**src/rtl/lcd_pkg.sv**
```systemverilog
// Shared definitions for the character-LCD bus scheduler: FSM state codes,
// default timing at 50 MHz, and the commands that need the long execution wait.
package lcd_pkg;

   typedef logic [2:0] lcd_state_t;

   localparam lcd_state_t ST_IDLE   = 3'd0;
   localparam lcd_state_t ST_SETUP  = 3'd1;
   localparam lcd_state_t ST_ENABLE = 3'd2;
   localparam lcd_state_t ST_HOLD   = 3'd3;
   localparam lcd_state_t ST_EXEC   = 3'd4;

   localparam int DEF_T_AS   = 2;
   localparam int DEF_T_PW   = 25;
   localparam int DEF_T_H    = 2;
   localparam int DEF_T_EXEC = 2500;
   localparam int DEF_T_LONG = 100000;

   localparam logic [7:0] CMD_CLEAR    = 8'h01;
   localparam logic [7:0] CMD_HOME     = 8'h02;
   localparam logic [7:0] CMD_HOME_ALT = 8'h03;

   // Clear and return-home take ~2 ms inside the controller; data writes never do.
   function automatic logic is_long_cmd(input logic rs, input logic [7:0] data);
      return !rs && ((data == CMD_CLEAR) || (data == CMD_HOME) || (data == CMD_HOME_ALT));
   endfunction

   function automatic int max_of(input int a, input int b);
      return (a > b) ? a : b;
   endfunction

endpackage

```
**src/rtl/lcd_rr_arb2.sv**
```systemverilog
// Two-request round-robin arbiter. The last-grant pointer only moves when the
// caller accepts a grant, so a grant offered in a busy cycle never counts.
module lcd_rr_arb2 (
   input  logic       clk,
   input  logic       rst_n,
   input  logic [1:0] req,
   input  logic       accept,
   output logic [1:0] gnt
);

   logic last;

   // On a tie the client that did not win last time goes first.
   always_comb begin
      gnt[0] = req[0] & (~req[1] | last);
      gnt[1] = req[1] & (~req[0] | ~last);
   end

   always_ff @(posedge clk or negedge rst_n) begin
      if (!rst_n) begin
         last <= 1'b1;
      end else if (accept) begin
         last <= gnt[1];
      end
   end

endmodule

```
**src/rtl/lcd_bus_scheduler.sv**
```systemverilog
// Shares one HD44780-style write bus between two byte producers, generating
// setup / enable / hold timing and the post-write execution delay.
module lcd_bus_scheduler
   import lcd_pkg::*;
#(
   parameter int T_AS   = DEF_T_AS,
   parameter int T_PW   = DEF_T_PW,
   parameter int T_H    = DEF_T_H,
   parameter int T_EXEC = DEF_T_EXEC,
   parameter int T_LONG = DEF_T_LONG
) (
   input  logic       iCLK,
   input  logic       iRST_N,
   input  logic       iREQ0,
   input  logic       iREQ1,
   input  logic       iRS0,
   input  logic       iRS1,
   input  logic [7:0] iDATA0,
   input  logic [7:0] iDATA1,
   output logic       oACK0,
   output logic       oACK1,
   output logic       oBUSY,
   output logic [7:0] LCD_DATA,
   output logic       LCD_RS,
   output logic       LCD_RW,
   output logic       LCD_EN
);

   localparam int MAX_T = max_of(max_of(max_of(T_AS, T_PW), max_of(T_H, T_EXEC)), T_LONG);
   localparam int CNT_W = $clog2(MAX_T) + 1;

   // Each state lasts load+1 cycles, so counters are loaded with duration-1.
   localparam logic [CNT_W-1:0] LD_AS   = CNT_W'(T_AS - 1);
   localparam logic [CNT_W-1:0] LD_PW   = CNT_W'(T_PW - 1);
   localparam logic [CNT_W-1:0] LD_H    = CNT_W'(T_H - 1);
   localparam logic [CNT_W-1:0] LD_EXEC = CNT_W'(T_EXEC - 1);
   localparam logic [CNT_W-1:0] LD_LONG = CNT_W'(T_LONG - 1);

   lcd_state_t       state;
   logic [CNT_W-1:0] cnt;
   logic [7:0]       data_q;
   logic             rs_q;
   logic             en_q;
   logic [1:0]       ack_q;
   logic [1:0]       gnt;
   logic             accept;
   logic             cnt_done;

   assign accept   = (state == ST_IDLE) && (gnt != 2'b00);
   assign cnt_done = (cnt == '0);

   lcd_rr_arb2 u_arb (
      .clk    (iCLK),
      .rst_n  (iRST_N),
      .req    ({iREQ1, iREQ0}),
      .accept (accept),
      .gnt    (gnt)
   );

   // Single down-counter reloaded on every state entry; the terminal count
   // advances the FSM instead of wrapping.
   always_ff @(posedge iCLK or negedge iRST_N) begin
      if (!iRST_N) begin
         state  <= ST_IDLE;
         cnt    <= '0;
         data_q <= 8'h00;
         rs_q   <= 1'b0;
         en_q   <= 1'b0;
         ack_q  <= 2'b00;
      end else begin
         ack_q <= 2'b00;
         case (state)
            ST_IDLE: begin
               if (accept) begin
                  ack_q  <= gnt;
                  rs_q   <= gnt[1] ? iRS1 : iRS0;
                  data_q <= gnt[1] ? iDATA1 : iDATA0;
                  cnt    <= LD_AS;
                  state  <= ST_SETUP;
               end
            end
            ST_SETUP: begin
               if (cnt_done) begin
                  cnt   <= LD_PW;
                  en_q  <= 1'b1;
                  state <= ST_ENABLE;
               end else begin
                  cnt <= cnt - 1'b1;
               end
            end
            ST_ENABLE: begin
               if (cnt_done) begin
                  cnt   <= LD_H;
                  en_q  <= 1'b0;
                  state <= ST_HOLD;
               end else begin
                  cnt <= cnt - 1'b1;
               end
            end
            ST_HOLD: begin
               if (cnt_done) begin
                  cnt   <= is_long_cmd(rs_q, data_q) ? LD_LONG : LD_EXEC;
                  state <= ST_EXEC;
               end else begin
                  cnt <= cnt - 1'b1;
               end
            end
            ST_EXEC: begin
               if (cnt_done) begin
                  state <= ST_IDLE;
               end else begin
                  cnt <= cnt - 1'b1;
               end
            end
            default: begin
               en_q  <= 1'b0;
               cnt   <= '0;
               state <= ST_IDLE;
            end
         endcase
      end
   end

   assign oACK0    = ack_q[0];
   assign oACK1    = ack_q[1];
   assign oBUSY    = (state != ST_IDLE);
   assign LCD_DATA = data_q;
   assign LCD_RS   = rs_q;
   assign LCD_RW   = 1'b0;
   assign LCD_EN   = en_q;

endmodule

```
**config.mk**
```make
export PLATFORM = sky130hd
export DESIGN_NAME = lcd_bus_scheduler
export DESIGN_NICKNAME = d
export VERILOG_FILES = /design/src/rtl/lcd_pkg.sv /design/src/rtl/lcd_rr_arb2.sv /design/src/rtl/lcd_bus_scheduler.sv
export SDC_FILE = /design/constraint.sdc
export NUM_CORES = 1
export LEC_CHECK = 0
export CAP_MARGIN = 20
export CORE_MARGIN = 10
export CORE_UTILIZATION = 25
export DETAILED_ROUTE_END_ITERATION = 8
export GPL_TIMING_DRIVEN = 0
export SYNTH_ARGS = -nofsm -noshare
export SYNTH_HDL_FRONTEND = slang
export SYNTH_SLANG_ARGS = --single-unit
```
**constraint.sdc**
```tcl
create_clock -name iCLK -period 5.6 [get_ports iCLK]
set_input_delay 0.56 -clock iCLK [delete_from_list [all_inputs] [get_ports iCLK]]
set_output_delay 0.56 -clock iCLK [all_outputs]
set_load 0.02 [all_outputs]
```
==> Word level (Yosys, flattened, before mapping) <==
Cells that the tools add are included.
{ "word_totals": {"ff_bits": 34, "in_bits": 22, "output_inout_bits": 14, "elab_cells": 63} }
{ "op_classes": {"add_sub_neg": 1, "eq_ne": 13, "mux": 20, "bitwise_logic": 8, "n_reduce_logical": 14} }
{ "ops": {"columns": ["op", "n"], "rows": [
  ["$mux W18", 5],
  ["$pmux W18 S5", 1],
  ["$logic_not A18 Y1", 1],
  ["$sub A18 B1 Y18 const B", 1],
  ["$mux W17", 1],
  ["$eq A8 B2 Y1 const B", 2],
  ["$mux W3", 5],
  ["$pmux W3 S5", 1],
  ["$ne A2 B2 Y1 const B", 6],
  ["$eq A8 B1 Y1 const B", 1],
  ["$mux W8", 1],
  ["$eq A3 B2 Y1 const B", 2],
  ["$reduce_and A5 Y1", 1],
  ["$mux W2", 2],
  ["$not A1 Y1", 4],
  ["$reduce_and A2 Y1", 2],
  ["$eq A3 B1 Y1 const B", 1],
  ["$eq A3 B3 Y1 const B", 1],
  ["$logic_not A3 Y1", 1],
  ["$mux W1", 3],
  ["$pmux W1 S3", 1],
  ["$reduce_and A3 Y1", 1],
  ["$reduce_bool A3 Y1", 1],
  ["$reduce_or A3 Y1", 1],
  ["6 further kinds", 10]
]} }

==> Longest topological paths before layout <==
{ "logic_depth": {"depth_word": 7, "ltp_mapped": 9, "mapped_depth_nobuf": 7} }

==> Cells and area by module <==
A second synthesis with hierarchy kept.
{ "unflattened": {"cells_unflattened": 234, "area_unflattened_um2": 2042.0} }
{ "by_module_without_submodules": {"columns": ["mod", "instances", "cells_per_inst", "area_each_um2", "seq_area_each_um2"], "rows": [
  ["lcd_bus_scheduler", 1, 229, 1978.1, 825.8],
  ["lcd_rr_arb2", 1, 5, 63.8, 26.3]
]} }

==> Worst setup path after synthesis <==
OpenSTA, ideal clock, no wires.
{ "synth_timing": {"kind": "register -> register", "startpoint": "reg cnt[6]", "endpoint": "reg cnt[0]", "setup_time_ns": 0.135, "t_arrival_ns": 2.070, "t_required_ns": 5.465, "path_slack_ns": 3.395, "path_stages_with_launch": 7, "n_path_buf": 1, "synth_period_minus_slack_ns": 2.205, "path_cell_list": "dfrtp_1 -> or4_4 -> or2_4 -> buf_6 -> or4_4 -> a21oi_1 -> o32ai_1"} }
{ "synth_via": {"elab_chain_cells": 3, "elab_cells_between_ends": 7, "cone_classes": "eq/ne: 1; mux: 4; reduce/logical: 2"} }
{ "synth_lines": {"columns": ["item", "line_no", "source"], "rows": [
  ["start, declared", "lcd_bus_scheduler.sv:40", "logic [CNT_W-1:0] cnt;"],
  ["start signal, assigned", "lcd_bus_scheduler.sv:88", "cnt <= cnt - 1'b1;"],
  ["start signal, assigned", "lcd_bus_scheduler.sv:97", "cnt <= cnt - 1'b1;"],
  ["start signal, assigned", "lcd_bus_scheduler.sv:102", "cnt <= is_long_cmd(rs_q, data_q) ? LD_LONG : LD_EXEC;"],
  ["$logic_not A18 Y1 *", "lcd_bus_scheduler.sv:50", "assign cnt_done = (cnt == '0);"],
  ["$mux W18 (tied with other cells)", "lcd_bus_scheduler.sv:101", "if (cnt_done) begin"],
  ["$pmux W18 S5 / $reduce_and A2 Y1 (equally long branches)", null, null]
]} }
Mark *: on every way between the ends. The rest lies on a longest branch, timed or not.
A chain may end at the register's enable or synchronous reset.

==> Worst setup path in the final report <==
{ "layout_timing": {"startpoint": "reg cnt[0]", "endpoint": "reg cnt[8]"} }
{ "layout_via": {"elab_chain_cells": 3, "elab_cells_between_ends": 9, "cone_classes": "add/sub: 1; eq/ne: 1; mux: 5; reduce/logical: 2"} }
{ "layout_lines": {"columns": ["item", "line_no", "source"], "rows": [
  ["$sub A18 B1 Y18 / $logic_not A18 Y1 (equally long branches)", null, null],
  ["$mux W18 (tied with other cells)", "lcd_bus_scheduler.sv:109", "if (cnt_done) begin"],
  ["$pmux W18 S5 / $reduce_and A2 Y1 (equally long branches)", null, null]
]} }
Several ways; a longest one is shown, not always the timed one. The select of a mux whose other input is x is not followed.

==> results.sh <==
export IMPL_grt_max_degree=35
export IMPL_viasPerCell=5.26
export IMPL_worstPathArrival_ns=2.90
export IMPL_drt_iter0_drc=186
export IMPL_intPower_mw=0.525
export IMPL_cts_root_buf="clkbuf_8"
export IMPL_dpl_hpwl_um=4900
export IMPL_seq_area_frac_synth=0.394
export IMPL_final_layout_size_suffix_gt1_frac=0.0813
export IMPL_hp_class="in2async"
export IMPL_postCtsSetupBuffers=0
export IMPL_status="finished clean"
export IMPL_met1_length_um=2870
export IMPL_setup_viol=0
export IMPL_cp_start_kind="flop"
export IMPL_cp_end_kind="flop"
export IMPL_coreArea_sq_um=8340
export IMPL_syn_nets=265
export IMPL_n_fill_cell=895
export IMPL_nets=306
export IMPL_synth_edf_count=0
export IMPL_cts_tree="done"
export IMPL_ys_types=61
export IMPL_highest_layer="met4"
export IMPL_crit_path_max_fanout=10
export IMPL_final_core_util=0.328
export IMPL_antenna_found_initial=0
export IMPL_routed_wl_um=6400
export IMPL_wl_met3_um=240
export IMPL_cts_buffers=5
export IMPL_track_usage=0.0976
export IMPL_p_clk_frac=0.289
export IMPL_rows=33
export IMPL_io_buffer_count=34
export IMPL_grt_pass1_vias=2112
export IMPL_setup_worst_path_class="reg2reg"
export IMPL_rsz0062_at_grt="no"
export IMPL_fin_skew_ns=0.0126
export IMPL_syn_to_final_growth_pct=26.5
export IMPL_slew_viol_final=0
export IMPL_start_util=0.260
export IMPL_cap_violations=0
export IMPL_p_sw_frac=0.334
export IMPL_drc=0
export IMPL_io_pins=36
export IMPL_async_flop_share=1.00
export IMPL_required_ns=5.80
export IMPL_synthFlopType="dfrtp_1"
export IMPL_die_x_um=113
export IMPL_period_needed_ns=2.71
export IMPL_tns_ns=0
export IMPL_syn_cell_area_sq_um=2160
export IMPL_ant_nets=0
export IMPL_worstReg2RegStart="cnt[0]$_DFFE_PN0P_"
export IMPL_die_h_um=113
export IMPL_clk_pin_slew_ns=0.08
export IMPL_vdd_drop_max_uv=119
export IMPL_via_count=2041
export IMPL_post_cts_resized=0
export IMPL_clk_path_buf_depth=2
export IMPL_final_cell_mix="dfrtp_1 (33), clkdlybuf4s50_1 (33), nor2_1 (22), a21oi_1 (21), nand2_1 (18)"
export IMPL_wl_per_cell_um=16.5
export IMPL_hold_violations=0
export IMPL_seqPwrFrac=0.421
export IMPL_wl_met2_um=3190
export IMPL_first_pass_iters=4
export IMPL_die_area_sq_um=12800
export IMPL_clock_sinks=34
export IMPL_grt_ovfl_total=0
export IMPL_cts_hold_buf=0
export IMPL_gp_congestion=0.882
export IMPL_n_antenna_cell=0
export IMPL_relSlewSlack=0.247
export IMPL_ys_ff_latch=34
export IMPL_clock_latency_ns=0.29
export IMPL_fin_crit_sh=0.483
export IMPL_p_leak_nw=1.08
export IMPL_crit_start="cnt[0]$_DFFE_PN0P_"
export IMPL_ys_warn_count=0
export IMPL_synthCells=241
export IMPL_comb_power_share=0.290
export IMPL_switching_power_mw=0.264
export IMPL_grt_pass1_wl_um=10500
export IMPL_tightest_slew_ns=1.12
export IMPL_cts_max_level=2
export IMPL_syn_avg_cell_area_sq_um=8.98
export IMPL_max_freq_mhz=370
export IMPL_power_density_nw_per_um2=288
==> through the flow <==
step | hold slack [ns] | total power [mW] | setup WS, ns | std cells | cell area (sq um)
after floorplan | 0.264 | 0.483 | 3.40 | 241 | 2160
after global placement | 0.488 | 0.558 | 2.90 | 380 | 2640
after detailed placement | 0.504 | 0.563 | 2.86 | 380 | 2630
after CTS | 0.360 | 0.792 | 2.95 | 388 | 2740
after global routing | 0.390 | 0.842 | 2.67 | 388 | 2740
final | 0.334 | 0.789 | 2.89 | 388 | 2740
==> registers in the layout, indices dropped and copies added, names as in the netlist <==
signal,flops
LCD_EN,1
ack_q,2
cnt,18
LCD_DATA,8
state,3
LCD_RS,1
u_arb.last,1
==> synthesized netlist by cell type (4+ instances only) <==
| cell | instances | area share |
|---|---|---|
| a211oi_1 | 5 | 0.017 |
| a21oi_1 | 21 | 0.049 |
| a31oi_1 | 6 | 0.017 |
| clkbuf_1 | 9 | 0.016 |
| dfrtp_1 | 33 | 0.38 |
| inv_1 | 10 | 0.017 |
| mux2i_1 | 9 | 0.042 |
| nand2_1 | 18 | 0.031 |
| nand3_1 | 4 | 0.0092 |
| nor2_1 | 22 | 0.038 |
| nor3_1 | 8 | 0.018 |
| o21ai_0 | 15 | 0.035 |
| o311a_1 | 4 | 0.018 |
| o41ai_1 | 4 | 0.016 |
==> metal layers <==
metal / track usage / up-vias
li1: - / 1003
met1: 0.124 / 984
met2: 0.161 / 44
met3: 0.0164 / 10
met4: 0.0347 / 0
met5: 0 / -
==> power groups by stage <==
| stage | logic, mW | clock network (mW) | registers [mW] |
|---|---|---|---|
| after detailed placement | 0.227 | 0 | 0.336 |
| after floorplan | 0.152 | 0 | 0.332 |
| after CTS | 0.229 | 0.233 | 0.331 |
| final | 0.229 | 0.228 | 0.332 |
| after global routing | 0.256 | 0.246 | 0.340 |
| after global placement | 0.224 | 0 | 0.334 |
==> cell families (layout without fill, tap and decap cells) <==
logic type	after synthesis	count (layout)	synth area share
other	1	1	0.00173
and+or+nand+nor	82	82	0.208
adders and majority gates	2	2	0.0116
buffers and inverters	23	65	0.0457
DFF	34	34	0.394
AOI/OAI and AO/OA	90	90	0.298
muxes	9	9	0.0416
==> critical path, cell delays in order (launching register included) <==
cell and delay [ns]:
dfrtp_1 0.49, inv_1 0.14, ha_1 0.23, nor4b_1 0.15
and3_1 0.19, clkbuf_1 0.21, a21oi_1 0.44, clkbuf_1 0.41
a31oi_1 0.14, o21ai_0 0.21
==> layout make-up <==
class                      instances  area (sq um)  share of cell area
tap                              105           131              0.0480
clock inverter                     1          30.0              0.0110
buffer                            13          61.3              0.0224
clock buffer                       7          76.3              0.0279
sequential                        34           852               0.311
multi-input combinational        184          1210               0.443
inverter                          10          37.5              0.0137
timing repair buffer              34           335               0.122
==> worst paths after layout <==
check                                      endpoint  slack (ns)  cells past startpoint
worst max-delay path             cnt[8]$_DFFE_PN0P_        2.89                      9
worst min-delay path             cnt[7]$_DFFE_PN0P_        0.33                      1
worst max register to register   cnt[8]$_DFFE_PN0P_        2.89                      9
worst min register to register   ack_q[0]$_DFF_PN0_        0.51                      2
max in group asynchronous       cnt[16]$_DFFE_PN0P_        4.77                      1
min in group iCLK                ack_q[0]$_DFF_PN0_        0.51                      2
(Power assumes the default switching activity.)
